<file path="config.mk">
export PLATFORM = sky130hd
export DESIGN_NAME = comparador_bist
export DESIGN_NICKNAME = d
export VERILOG_FILES = /design/src/rtl/comparador_pkg.sv /design/src/rtl/contador_patrones.sv /design/src/rtl/comparador_bist.sv
export SDC_FILE = /design/constraint.sdc
export NUM_CORES = 1
export LEC_CHECK = 0
export ABC_AREA = 1
export CAP_MARGIN = 25
export CORE_AREA = 4 4 41 43
export CTS_CLUSTER_DIAMETER = 40
export DETAILED_ROUTE_END_ITERATION = 8
export DIE_AREA = 0 0 45 47
export GPL_ROUTABILITY_DRIVEN = 0
export PLACE_DENSITY = 0.79
export SETUP_SLACK_MARGIN = 0.1
export SLEW_MARGIN = 20
export SYNTH_ARGS = -nofsm -noshare
export SYNTH_HDL_FRONTEND = slang
export SYNTH_SLANG_ARGS = --single-unit
</file>
<file path="constraint.sdc">
create_clock -name clk -period 2.6 [get_ports clk]
set_input_delay 0.52 -clock clk [delete_from_list [all_inputs] [get_ports clk]]
set_output_delay 0.52 -clock clk [all_outputs]
set_load 0.1 [all_outputs]
</file>
<file path="src/rtl/comparador_pkg.sv">
// ============================================================================
// Module      : comparador_pkg
// Description : Shared constants for the comparator family (FSM encoding,
//               pattern-count and error-counter width derivations).
// Revision    : 1.0
// ============================================================================
`default_nettype none

package comparador_pkg;

    localparam logic [1:0] IDLE  = 2'd0;
    localparam logic [1:0] DRIVE = 2'd1;
    localparam logic [1:0] CHECK = 2'd2;
    localparam logic [1:0] DONE  = 2'd3;

    // Exhaustive operand pairs for a WIDTH-bit comparator.
    function automatic int pattern_count(input int width);
        return 1 << (2 * width);
    endfunction

    // Wide enough to hold pattern_count(width) itself.
    function automatic int errw_for(input int width);
        return 2 * width + 1;
    endfunction

endpackage

`default_nettype wire

</file>
<file path="src/rtl/contador_patrones.sv">
// ============================================================================
// Module      : contador_patrones
// Description : PW-bit pattern counter with clear, increment and last flag.
// Revision    : 1.0
// ============================================================================
`default_nettype none

module contador_patrones #(
    parameter int PW = 2
) (
    input  logic          clk,
    input  logic          rstn,
    input  logic          clr,
    input  logic          inc,
    output logic [PW-1:0] pat,
    output logic          last
);

    localparam logic [PW-1:0] PAT_ONE = PW'(1);

    logic [PW-1:0] pat_q;
    logic [PW-1:0] pat_d;

    always_comb begin
        pat_d = pat_q;
        if (clr) begin
            pat_d = '0;
        end else if (inc) begin
            pat_d = pat_q + PAT_ONE;
        end
    end

    always_ff @(posedge clk or negedge rstn) begin
        if (!rstn) begin
            pat_q <= '0;
        end else begin
            pat_q <= pat_d;
        end
    end

    assign pat  = pat_q;
    assign last = &pat_q;

endmodule

`default_nettype wire

</file>
<file path="src/rtl/comparador_bist.sv">
// ============================================================================
// Module      : comparador_bist
// Description : Exhaustive stimulus generator / checker for a WIDTH-bit
//               equality comparator. Optional COMPARADOR_BIST_STOP_EN stops
//               the run at the first mismatch.
// Revision    : 1.0
// ============================================================================
`default_nettype none

module comparador_bist
    import comparador_pkg::*;
#(
    parameter int WIDTH  = 1,
    parameter int SETTLE = 1,
    parameter int ERRW   = errw_for(WIDTH)
) (
    input  logic             clk,
    input  logic             rstn,
    input  logic             start,
    output logic [WIDTH-1:0] i0,
    output logic [WIDTH-1:0] i1,
    input  logic             eq,
    output logic             busy,
    output logic             done,
    output logic             pass,
    output logic [ERRW-1:0]  err_count
);

    localparam int PW = 2 * WIDTH;
    localparam int SW = (SETTLE > 1) ? $clog2(SETTLE) : 1;
    localparam logic [SW-1:0]   SETTLE_LAST = SW'(SETTLE - 1);
    localparam logic [SW-1:0]   SETTLE_ONE  = SW'(1);
    localparam logic [ERRW-1:0] ERR_ONE     = ERRW'(1);
    localparam logic [ERRW-1:0] ERR_MAX     = '1;

    logic [1:0]      state_q, state_d;
    logic [SW-1:0]   settle_q, settle_d;
    logic [ERRW-1:0] err_q, err_d;
    logic            busy_q, busy_d;
    logic            done_q, done_d;
    logic            pass_q, pass_d;

    logic [PW-1:0]   pat;
    logic            pat_last;
    logic            pat_clr;
    logic            pat_inc;
    logic            mismatch;

    contador_patrones #(
        .PW (PW)
    ) u_contador (
        .clk  (clk),
        .rstn (rstn),
        .clr  (pat_clr),
        .inc  (pat_inc),
        .pat  (pat),
        .last (pat_last)
    );

    assign mismatch = (eq != (pat[PW-1:WIDTH] == pat[WIDTH-1:0]));

    always_comb begin
        state_d  = state_q;
        settle_d = settle_q;
        err_d    = err_q;
        pat_clr  = 1'b0;
        pat_inc  = 1'b0;
        case (state_q)
            IDLE, DONE: begin
                if (start) begin
                    pat_clr  = 1'b1;
                    err_d    = '0;
                    settle_d = '0;
                    state_d  = DRIVE;
                end
            end
            DRIVE: begin
                if (settle_q == SETTLE_LAST) begin
                    settle_d = '0;
                    state_d  = CHECK;
                end else begin
                    settle_d = settle_q + SETTLE_ONE;
                end
            end
            CHECK: begin
                if (mismatch && (err_q != ERR_MAX)) begin
                    err_d = err_q + ERR_ONE;
                end
`ifdef COMPARADOR_BIST_STOP_EN
                if (mismatch || pat_last) begin
                    state_d = DONE;
                end else begin
                    pat_inc = 1'b1;
                    state_d = DRIVE;
                end
`else
                if (pat_last) begin
                    state_d = DONE;
                end else begin
                    pat_inc = 1'b1;
                    state_d = DRIVE;
                end
`endif
            end
            default: state_d = IDLE;
        endcase

        // Status flags follow the next state so they are registered alongside it.
        busy_d = (state_d == DRIVE) || (state_d == CHECK);
        done_d = (state_d == DONE);
        pass_d = (state_d == DONE) && (err_d == '0);
    end

    always_ff @(posedge clk or negedge rstn) begin
        if (!rstn) begin
            state_q  <= IDLE;
            settle_q <= '0;
            err_q    <= '0;
            busy_q   <= 1'b0;
            done_q   <= 1'b0;
            pass_q   <= 1'b0;
        end else begin
            state_q  <= state_d;
            settle_q <= settle_d;
            err_q    <= err_d;
            busy_q   <= busy_d;
            done_q   <= done_d;
            pass_q   <= pass_d;
        end
    end

    assign i0        = pat[PW-1:WIDTH];
    assign i1        = pat[WIDTH-1:0];
    assign busy      = busy_q;
    assign done      = done_q;
    assign pass      = pass_q;
    assign err_count = err_q;

endmodule

`default_nettype wire

</file>
==> results of run 1 <==
area by class of cell:
class / instances / area (µm²)
Fill cell: 122 / 594
Multi-Input combinational cell: 45 / 273
Sequential cell: 10 / 250
Timing Repair Buffer: 11 / 90.1
Inverter: 14 / 52.6
Clock buffer: 3 / 22.5
Tap cell: 15 / 18.8
cells by family after synthesis:
group,Yosys count,share of synthesized area [%]
AO/OA/AOI/OAI,4,5.22
XOR/XNOR,1,1.52
adder cells (fa/ha/maj),6,13.0
buffers and inverters,14,9.13
flip-flops,10,43.5
AND/OR/NAND/NOR,34,27.6
registers in the layout, summed over array words and instances (netlist names):
signal,flops
busy,1
done,1
err_count,3
pass,1
state_q,2
u_contador.pat,2
worst paths after layout:
check / start / to / slack, ps / cells after the start
min reg2reg: err_count[2]$_DFF_PN0_ / err_count[2]$_DFF_PN0_ / 590 / 2
max: err_count[2]$_DFF_PN0_ / err_count[2] / 1120 / 1
min: rstn / err_count[1]$_DFF_PN0_ / 560 / 1
max reg2reg: state_q[0]$_DFF_PN0_ / pass$_DFF_PN0_ / 1120 / 7
min in group clk: err_count[2]$_DFF_PN0_ / err_count[2]$_DFF_PN0_ / 590 / 2
max in group asynchronous: rstn / u_contador.pat[1]$_DFFE_PN0P_ / 1760 / 1
through the flow:
step,area [µm²],setup WS (ps),hold WS (ps)
final,707,1120,557
after global routing,707,894,579
after CTS,707,1110,566
after detailed placement,684,852,568
after global placement,684,889,567
after floorplan,576,674,224
Yosys cell counts, types with 4 or more instances:
cell type	count	area share, %
sky130_fd_sc_hd__nand2_1	19	12
sky130_fd_sc_hd__dfrtp_1	10	43
sky130_fd_sc_hd__inv_1	10	6.5
sky130_fd_sc_hd__ha_1	6	13
sky130_fd_sc_hd__nand2_2	5	5.4
sky130_fd_sc_hd__inv_2	4	2.6
sky130_fd_sc_hd__nand3_1	4	3.5
sky130_fd_sc_hd__nor2_1	4	2.6
metal layers:
| metal | up-vias | part of all wire (%) | GRT usage, % |
|---|---|---|---|
| li1 | 243 | - | - |
| met3 | 2 | 3.1 | 3.07 |
| met5 | - | 0 | 0 |
| met2 | 6 | 50 | 17.8 |
| met1 | 193 | 44 | 12.6 |
| met4 | 0 | 3.6 | 8.77 |
==> impl_summary.txt, run 1 <==
----------------------------------------------------
[Status]
  Status ... completed

[Critical path]
  Max FO, Critical Path ... 4
  Largest stage delay, worst path ... 390 ps
  Cell-by-cell listing of the critical path ... buf_4
  Slowest stage cell on the critical path ... sky130_fd_sc_hd__dfrtp_1
  Category of the critical setup timing path ... reg -> out
  Data required time at the worst endpoint ... 2080 ps
  Crit path buffers/inverters ... 1
  Capturing element type of the critical path ... primary output
  Kind of start point of the critical path ... flop
  Family with the most delay on the worst path ... flip-flops
  Arrival time of data at the critical path endpoint ... 960 ps

[Timing]
  Fin Setup TNS ... 0 ps
  Post-route minimum period ... 1480 ps
  Hold Vio Cnt, Final ... 0
  RSZ-0062 raised after global routing ... no
  Fin crit share ... 56.7%
  Final Setup Violations ... 0
  Final number of max-transition violations ... 0
  Highest achievable clock rate ... 678 MHz
  Max-slew headroom ... 73.2%
  Worst clock skew ... 3.52 ps
  Slew at the pin closest to its max-slew limit ... 400 ps

[Drt]
  Via total after detailed routing ... 444
  Drt wl/cell ... 9.27 µm
  Total Wirelength ... 908 µm
  1st-iter DRT viols ... 2
  First-pass detailed-route iteration total ... 2
  Remaining design rule violation count ... 0
  Avg Vias per Cell ... 4.53
  Remaining number of nets flagged by the antenna check after routing ... 0

[Logic synthesis]
  Number of synthesized register bits ... 10
  Register area share after synthesis ... 43.5%
  Count of flip-flops with a built-in enable after synthesis ... 0
  Count of different cell masters after synthesis ... 15
  Proportion of synthesized flip-flops having asynchronous set or reset ... 100%
  Count of warnings emitted by yosys ... 0
  Post-synth top flop ... sky130_fd_sc_hd__dfrtp_1
  Syn_nets ... 79
  Average cell area after synthesis ... 8.34 µm²
  Cell area after technology mapping ... 576 µm²
  Instance count of the mapped netlist ... 69

[Clocking]
  TritonCTS Sinks ... 10
  H-tree lvl count ... 1
  Root buffer cell ... sky130_fd_sc_hd__clkbuf_4
  Post-CTS Setup Bufs ... 0
  CTS Buf Count ... 3
  Clock latency on the worst-skew pair ... 250 ps
  Clock tree from TritonCTS ... done
  Max Buffers Root-to-Sink ... 2
  Clock-pin slew on the worst setup and hold paths ... 50 ps
  Hold Buf Count CTS ... 0
  Post-cts repair resize count ... 0

[Final layout]
  Antenna fix cells ... 0
  Share of post-route cells with drive strength above 1 ... 27.7%
  Most frequent cells in the layout ... sky130_fd_sc_hd__nand2_1 (19), sky130_fd_sc_hd__inv_1 (10), sky130_fd_sc_hd__dfrtp_1 (10)
  Syn-to-layout area delta ... 22.8%
  Non-filler instance count after layout ... 98
  End-of-flow core utilization ... 54.3%
  Final Net Count ... 95
  Most common library cell in the layout ignoring fill and taps ... sky130_fd_sc_hd__nand2_1

[Floorplanning]
  Boundary pin count ... 12
  Placeable Area ... 1300 µm²
  Die width ... 45 µm
  Full die area ... 2120 µm²
  Chip height ... 47 µm
  Row count ... 13
  Starting density of the core ... 44.2%

[Hold path]
  Class of the tightest hold or removal check ... in -> async

[Placement]
  HPWL after detailed placement ... 816 µm
  Cell count after placement ... 95
  IO Port Bufs ... 11

[Global routing]
  Largest net degree at the start of global routing ... 11
  GRT Resource Usage Total ... 11.2%
  Total overflow reported by the global router ... 0
  Number of global-route vias before repair ... 392
  First-pass GRT wire length ... 1600 µm
  Initial antenna violation count ... 0

[Job]
  Max-cap violations ... 0

----------------------------------------------------
Power of run 1 is left out: the tool's default activity adds up to more than one toggle a clock period on the data nets, which glitch-free logic cannot reach.
==> run 2, diff against run 1 <==
CORE_AREA = unset   (was 4 4 41 43)
CORE_MARGIN = 4   (was unset)
CORE_UTILIZATION = 43   (was unset)
DIE_AREA = unset   (was 0 0 45 47)
PLACE_DENSITY = 0.82   (was 0.79)
clock period = 1.3 ns   (was 2.6 ns; I/O delays follow)
==> impl_summary.txt, run 2 <==
----------------------------------------------------
[Floorplanning]
  Boundary pin count ... 12 (unchanged)
  Die width ... 44.6 µm (was 45 µm)
  Starting density of the core ... 48.5% (was 44.2%)
  Chip height ... 44.6 µm (was 47 µm)
  Row count ... 12 (was 13)

[Status]
  Stage where the run ended ... 5_1_grt
  Status ... aborted with a tool error (was completed)
  First error ... [ERROR DPL-0033] detailed placement checks failed during check placement.

[Clocking]
  Max Buffers Root-to-Sink ... 2 (unchanged)
  TritonCTS Sinks ... 10 (unchanged)
  H-tree lvl count ... 1 (unchanged)
  Root buffer cell ... sky130_fd_sc_hd__clkbuf_4 (unchanged)
  CTS Buf Count ... 3 (unchanged)
  Hold Buf Count CTS ... 0 (unchanged)

[Logic synthesis]
  Most area-hungry cell type in the Yosys netlist ... sky130_fd_sc_hd__dfrtp_1 (unchanged)
  Area share of the largest cell type after synthesis ... 43.5% (unchanged)
  Average cell area after synthesis ... 8.34 µm² (unchanged)
  Area contributors post-synth ... sky130_fd_sc_hd__dfrtp_1 (43%), sky130_fd_sc_hd__ha_1 (13%), sky130_fd_sc_hd__nand2_1 (12%) (unchanged)
  Instance count of the mapped netlist ... 69 (unchanged)
  Syn_nets ... 79 (unchanged)
  Count of warnings emitted by yosys ... 0 (unchanged)
  Cell area after technology mapping ... 576 µm² (unchanged)
  Number of synthesized register bits ... 10 (unchanged)
  Count of flip-flops with a built-in enable after synthesis ... 0 (unchanged)
  Post-synth top flop ... sky130_fd_sc_hd__dfrtp_1 (unchanged)
  Most repeated cell in the gate-level netlist after synthesis ... sky130_fd_sc_hd__nand2_1 (unchanged)
  Register area share after synthesis ... 43.5% (unchanged)
  Synth cell count leaders ... sky130_fd_sc_hd__nand2_1 (19), sky130_fd_sc_hd__dfrtp_1 (10), sky130_fd_sc_hd__inv_1 (10) (unchanged)
  Proportion of synthesized flip-flops having asynchronous set or reset ... 100% (unchanged)
  Count of different cell masters after synthesis ... 15 (unchanged)

[Global routing]
  Largest net degree at the start of global routing ... 11
  Initial antenna violation count ... 0

[Placement]
  Cell count after placement ... 107 (was 95)
  Placement Cell Area ... 925 µm² (was 684 µm²)
  IO Port Bufs ... 11 (unchanged)
  HPWL after detailed placement ... 1030 µm (was 816 µm)

[Timing]
  Worst setup endpoint GRT ... pass$_DFF_PN0_/D
  Worst EP kind ... sequential cell input

----------------------------------------------------
==> run 2: timing repair <==
| item | in CTS |
|---|---|
| resized for setup | 15 |
| endpoints found under the setup margin | 13 |
| pin swaps | 5 |
| setup buffers | 6 |
==> run 2: cells by family after synthesis <==
| family | after synthesis | synth area share (%) |
|---|---|---|
| AOI/OAI and AO/OA | 4 | 5.22 |
| buffers and inverters | 14 | 9.13 |
| adders and majority gates | 6 | 13.0 |
| xor gates and xnor gates | 1 | 1.52 |
| and+or+nand+nor | 34 | 27.6 |
| DFF | 10 | 43.5 |
==> run 2: metrics by stage <==
step | setup TNS, ps | setup slack, ps
after global placement | -520 | -166
after detailed placement | -720 | -216
after floorplan | -793 | -200
after CTS | -419 | -97.2
==> run 3, diff against run 2 <==
CORE_AREA = 4 4 65 67   (was unset)
CORE_MARGIN = unset   (was 4)
CORE_UTILIZATION = unset   (was 43)
CTS_CLUSTER_DIAMETER = unset   (was 40)
DIE_AREA = 0 0 69 71   (was unset)
PLACE_DENSITY = unset   (was 0.82)
PLACE_DENSITY_LB_ADDON = 0.15   (was unset)
SETUP_SLACK_MARGIN = unset   (was 0.1)
clock period = 1.7 ns   (was 1.3 ns; I/O delays follow)
==> impl_summary.txt, run 3 (same netlist as run 1, synthesis figures left out) <==
----------------------------------------------------
[Final layout]
  Syn-to-layout area delta ... 55.4%
  Total of fill cells in the finished design ... 414
  Most frequent cells in the layout ... sky130_fd_sc_hd__nand2_1 (19), sky130_fd_sc_hd__inv_1 (10), sky130_fd_sc_hd__buf_12 (8)
  Share of post-route cells with drive strength above 1 ... 35.3%
  Most common library cell in the layout ignoring fill and taps ... sky130_fd_sc_hd__nand2_1
  Final Net Count ... 96
  Antenna fix cells ... 0
  Max FFs per register ... 3

[Floorplanning]
  Full die area ... 4900 µm²
  Starting density of the core ... 15.8% (was 48.5%)
  Row count ... 22 (was 12)
  Placeable Area ... 3630 µm²
  Boundary pin count ... 12 (unchanged)
  Chip height ... 71 µm (was 44.6 µm)
  Die width ... 69 µm (was 44.6 µm)

[Clocking]
  Clock tree from TritonCTS ... done
  CTS Buf Count ... 3 (unchanged)
  Hold Buf Count CTS ... 0 (unchanged)
  TritonCTS Sinks ... 10 (unchanged)
  Root buffer cell ... sky130_fd_sc_hd__clkbuf_8 (was sky130_fd_sc_hd__clkbuf_4)
  Post-CTS Setup Bufs ... 0 (was 6)
  Post-cts repair resize count ... 0 (was 15)
  Clock-pin slew on the worst setup and hold paths ... 50 ps
  Clock latency on the worst-skew pair ... 240 ps
  Max Buffers Root-to-Sink ... 2 (unchanged)
  H-tree lvl count ... 1 (unchanged)

[Critical path]
  Capturing element type of the critical path ... flop
  Category of the critical setup timing path ... reg -> reg
  Cell-by-cell listing of the critical path ... inv_1 > ha_1 > nand2_1 > o22ai_1 > ha_1 > nand3_1 > nor2_1
  Arrival time of data at the critical path endpoint ... 1690 ps
  Family with the most delay on the worst path ... adder cells
  Flop2flop setup slack ... 180 ps
  Most prevalent standard cell on the critical path ... sky130_fd_sc_hd__ha_1
  Data required time at the worst endpoint ... 1870 ps
  Crit path buffers/inverters ... 1
  Slowest stage cell on the critical path ... sky130_fd_sc_hd__ha_1
  Largest stage delay, worst path ... 360 ps
  Kind of start point of the critical path ... flop
  Max FO, Critical Path ... 5

[Hold path]
  Class of the tightest hold or removal check ... in -> async

[Drt]
  First-pass detailed-route iteration total ... 4
  Remaining number of nets flagged by the antenna check after routing ... 0
  Via total after detailed routing ... 455
  Avg Vias per Cell ... 3.42
  Remaining design rule violation count ... 0
  Drt wl/cell ... 9.11 µm
  1st-iter DRT viols ... 2
  Total Wirelength ... 1210 µm

[Timing]
  Hold Vio Cnt, Final ... 0
  Slew at the pin closest to its max-slew limit ... 481 ps
  RSZ-0062 raised after global routing ... no
  Max-slew headroom ... 67.9%
  Fin Setup TNS ... 0 ps
  Worst clock skew ... 0.443 ps
  Post-route minimum period ... 1520 ps
  Final Setup Violations ... 0
  Highest achievable clock rate ... 658 MHz
  Final number of max-transition violations ... 0
  Fin crit share ... 89.4%

[Job]
  Max-cap violations ... 0

[Global routing]
  Initial antenna violation count ... 0
  First-pass GRT wire length ... 2080 µm
  Largest net degree at the start of global routing ... 11
  Number of global-route vias before repair ... 459
  GRT Resource Usage Total ... 5.38%
  Total overflow reported by the global router ... 0

[Placement]
  IO Port Bufs ... 11 (unchanged)
  HPWL after detailed placement ... 996 µm (was 1030 µm)

[Status]
  Status ... completed (was aborted with a tool error)

----------------------------------------------------
[run 3: per-layer routing]
| metal | global-route usage (%) | part of all wire (%) | vias up |
|---|---|---|---|
| li1 | - | - | 244 |
| met1 | 5.89 | 46 | 203 |
| met2 | 8.90 | 48 | 8 |
| met3 | 3.27 | 6.5 | 0 |
| met4 | 1.30 | 0 | 0 |
| met5 | 0 | 0 | - |
[run 3: layout make-up]
type,instances,area [µm²],share of cell area [%]
Clock buffer,4,55.1,6.15
Inverter,14,52.6,5.87
Multi-Input combinational cell,45,273,30.5
Sequential cell,10,256,28.7
Tap cell,48,60.1,6.71
Timing Repair Buffer,12,198,22.1
[run 3: stage by stage]
stage	cells	setup slack (ps)	cell area [µm²]	utilization [%]	hold WS, ps
final	133	180	895	24.6	432
after global routing	133	63.5	895	24.6	485
after CTS	133	171	895	24.6	455
after detailed placement	129	97.7	840	23.1	594
after global placement	129	143	840	23.1	590
after floorplan	69	82.6	582	-	44.4
[run 3: final timing paths]
kind / startpoint / depth (start not counted) / end
worst max-delay path: state_q[0]$_DFF_PN0_ / 7 / pass$_DFF_PN0_
worst min register to register: state_q[0]$_DFF_PN0_ / 2 / state_q[0]$_DFF_PN0_
min in group clk: state_q[0]$_DFF_PN0_ / 2 / state_q[0]$_DFF_PN0_
worst min-delay path: rstn / 1 / state_q[0]$_DFF_PN0_
max in group asynchronous: rstn / 1 / err_count[1]$_DFF_PN0_
worst max register to register: state_q[0]$_DFF_PN0_ / 7 / pass$_DFF_PN0_
Power of run 3 is left out for the same reason.
==> run 4, diff against run 3 <==
GPL_ROUTABILITY_DRIVEN = unset   (was 0)
SKIP_CTS_REPAIR_TIMING = 1   (was unset)
==> results of run 4 <==
Same layout as run 3: the final DEF is identical, and so are final timing and power.
Power of run 4 is left out for the same reason.
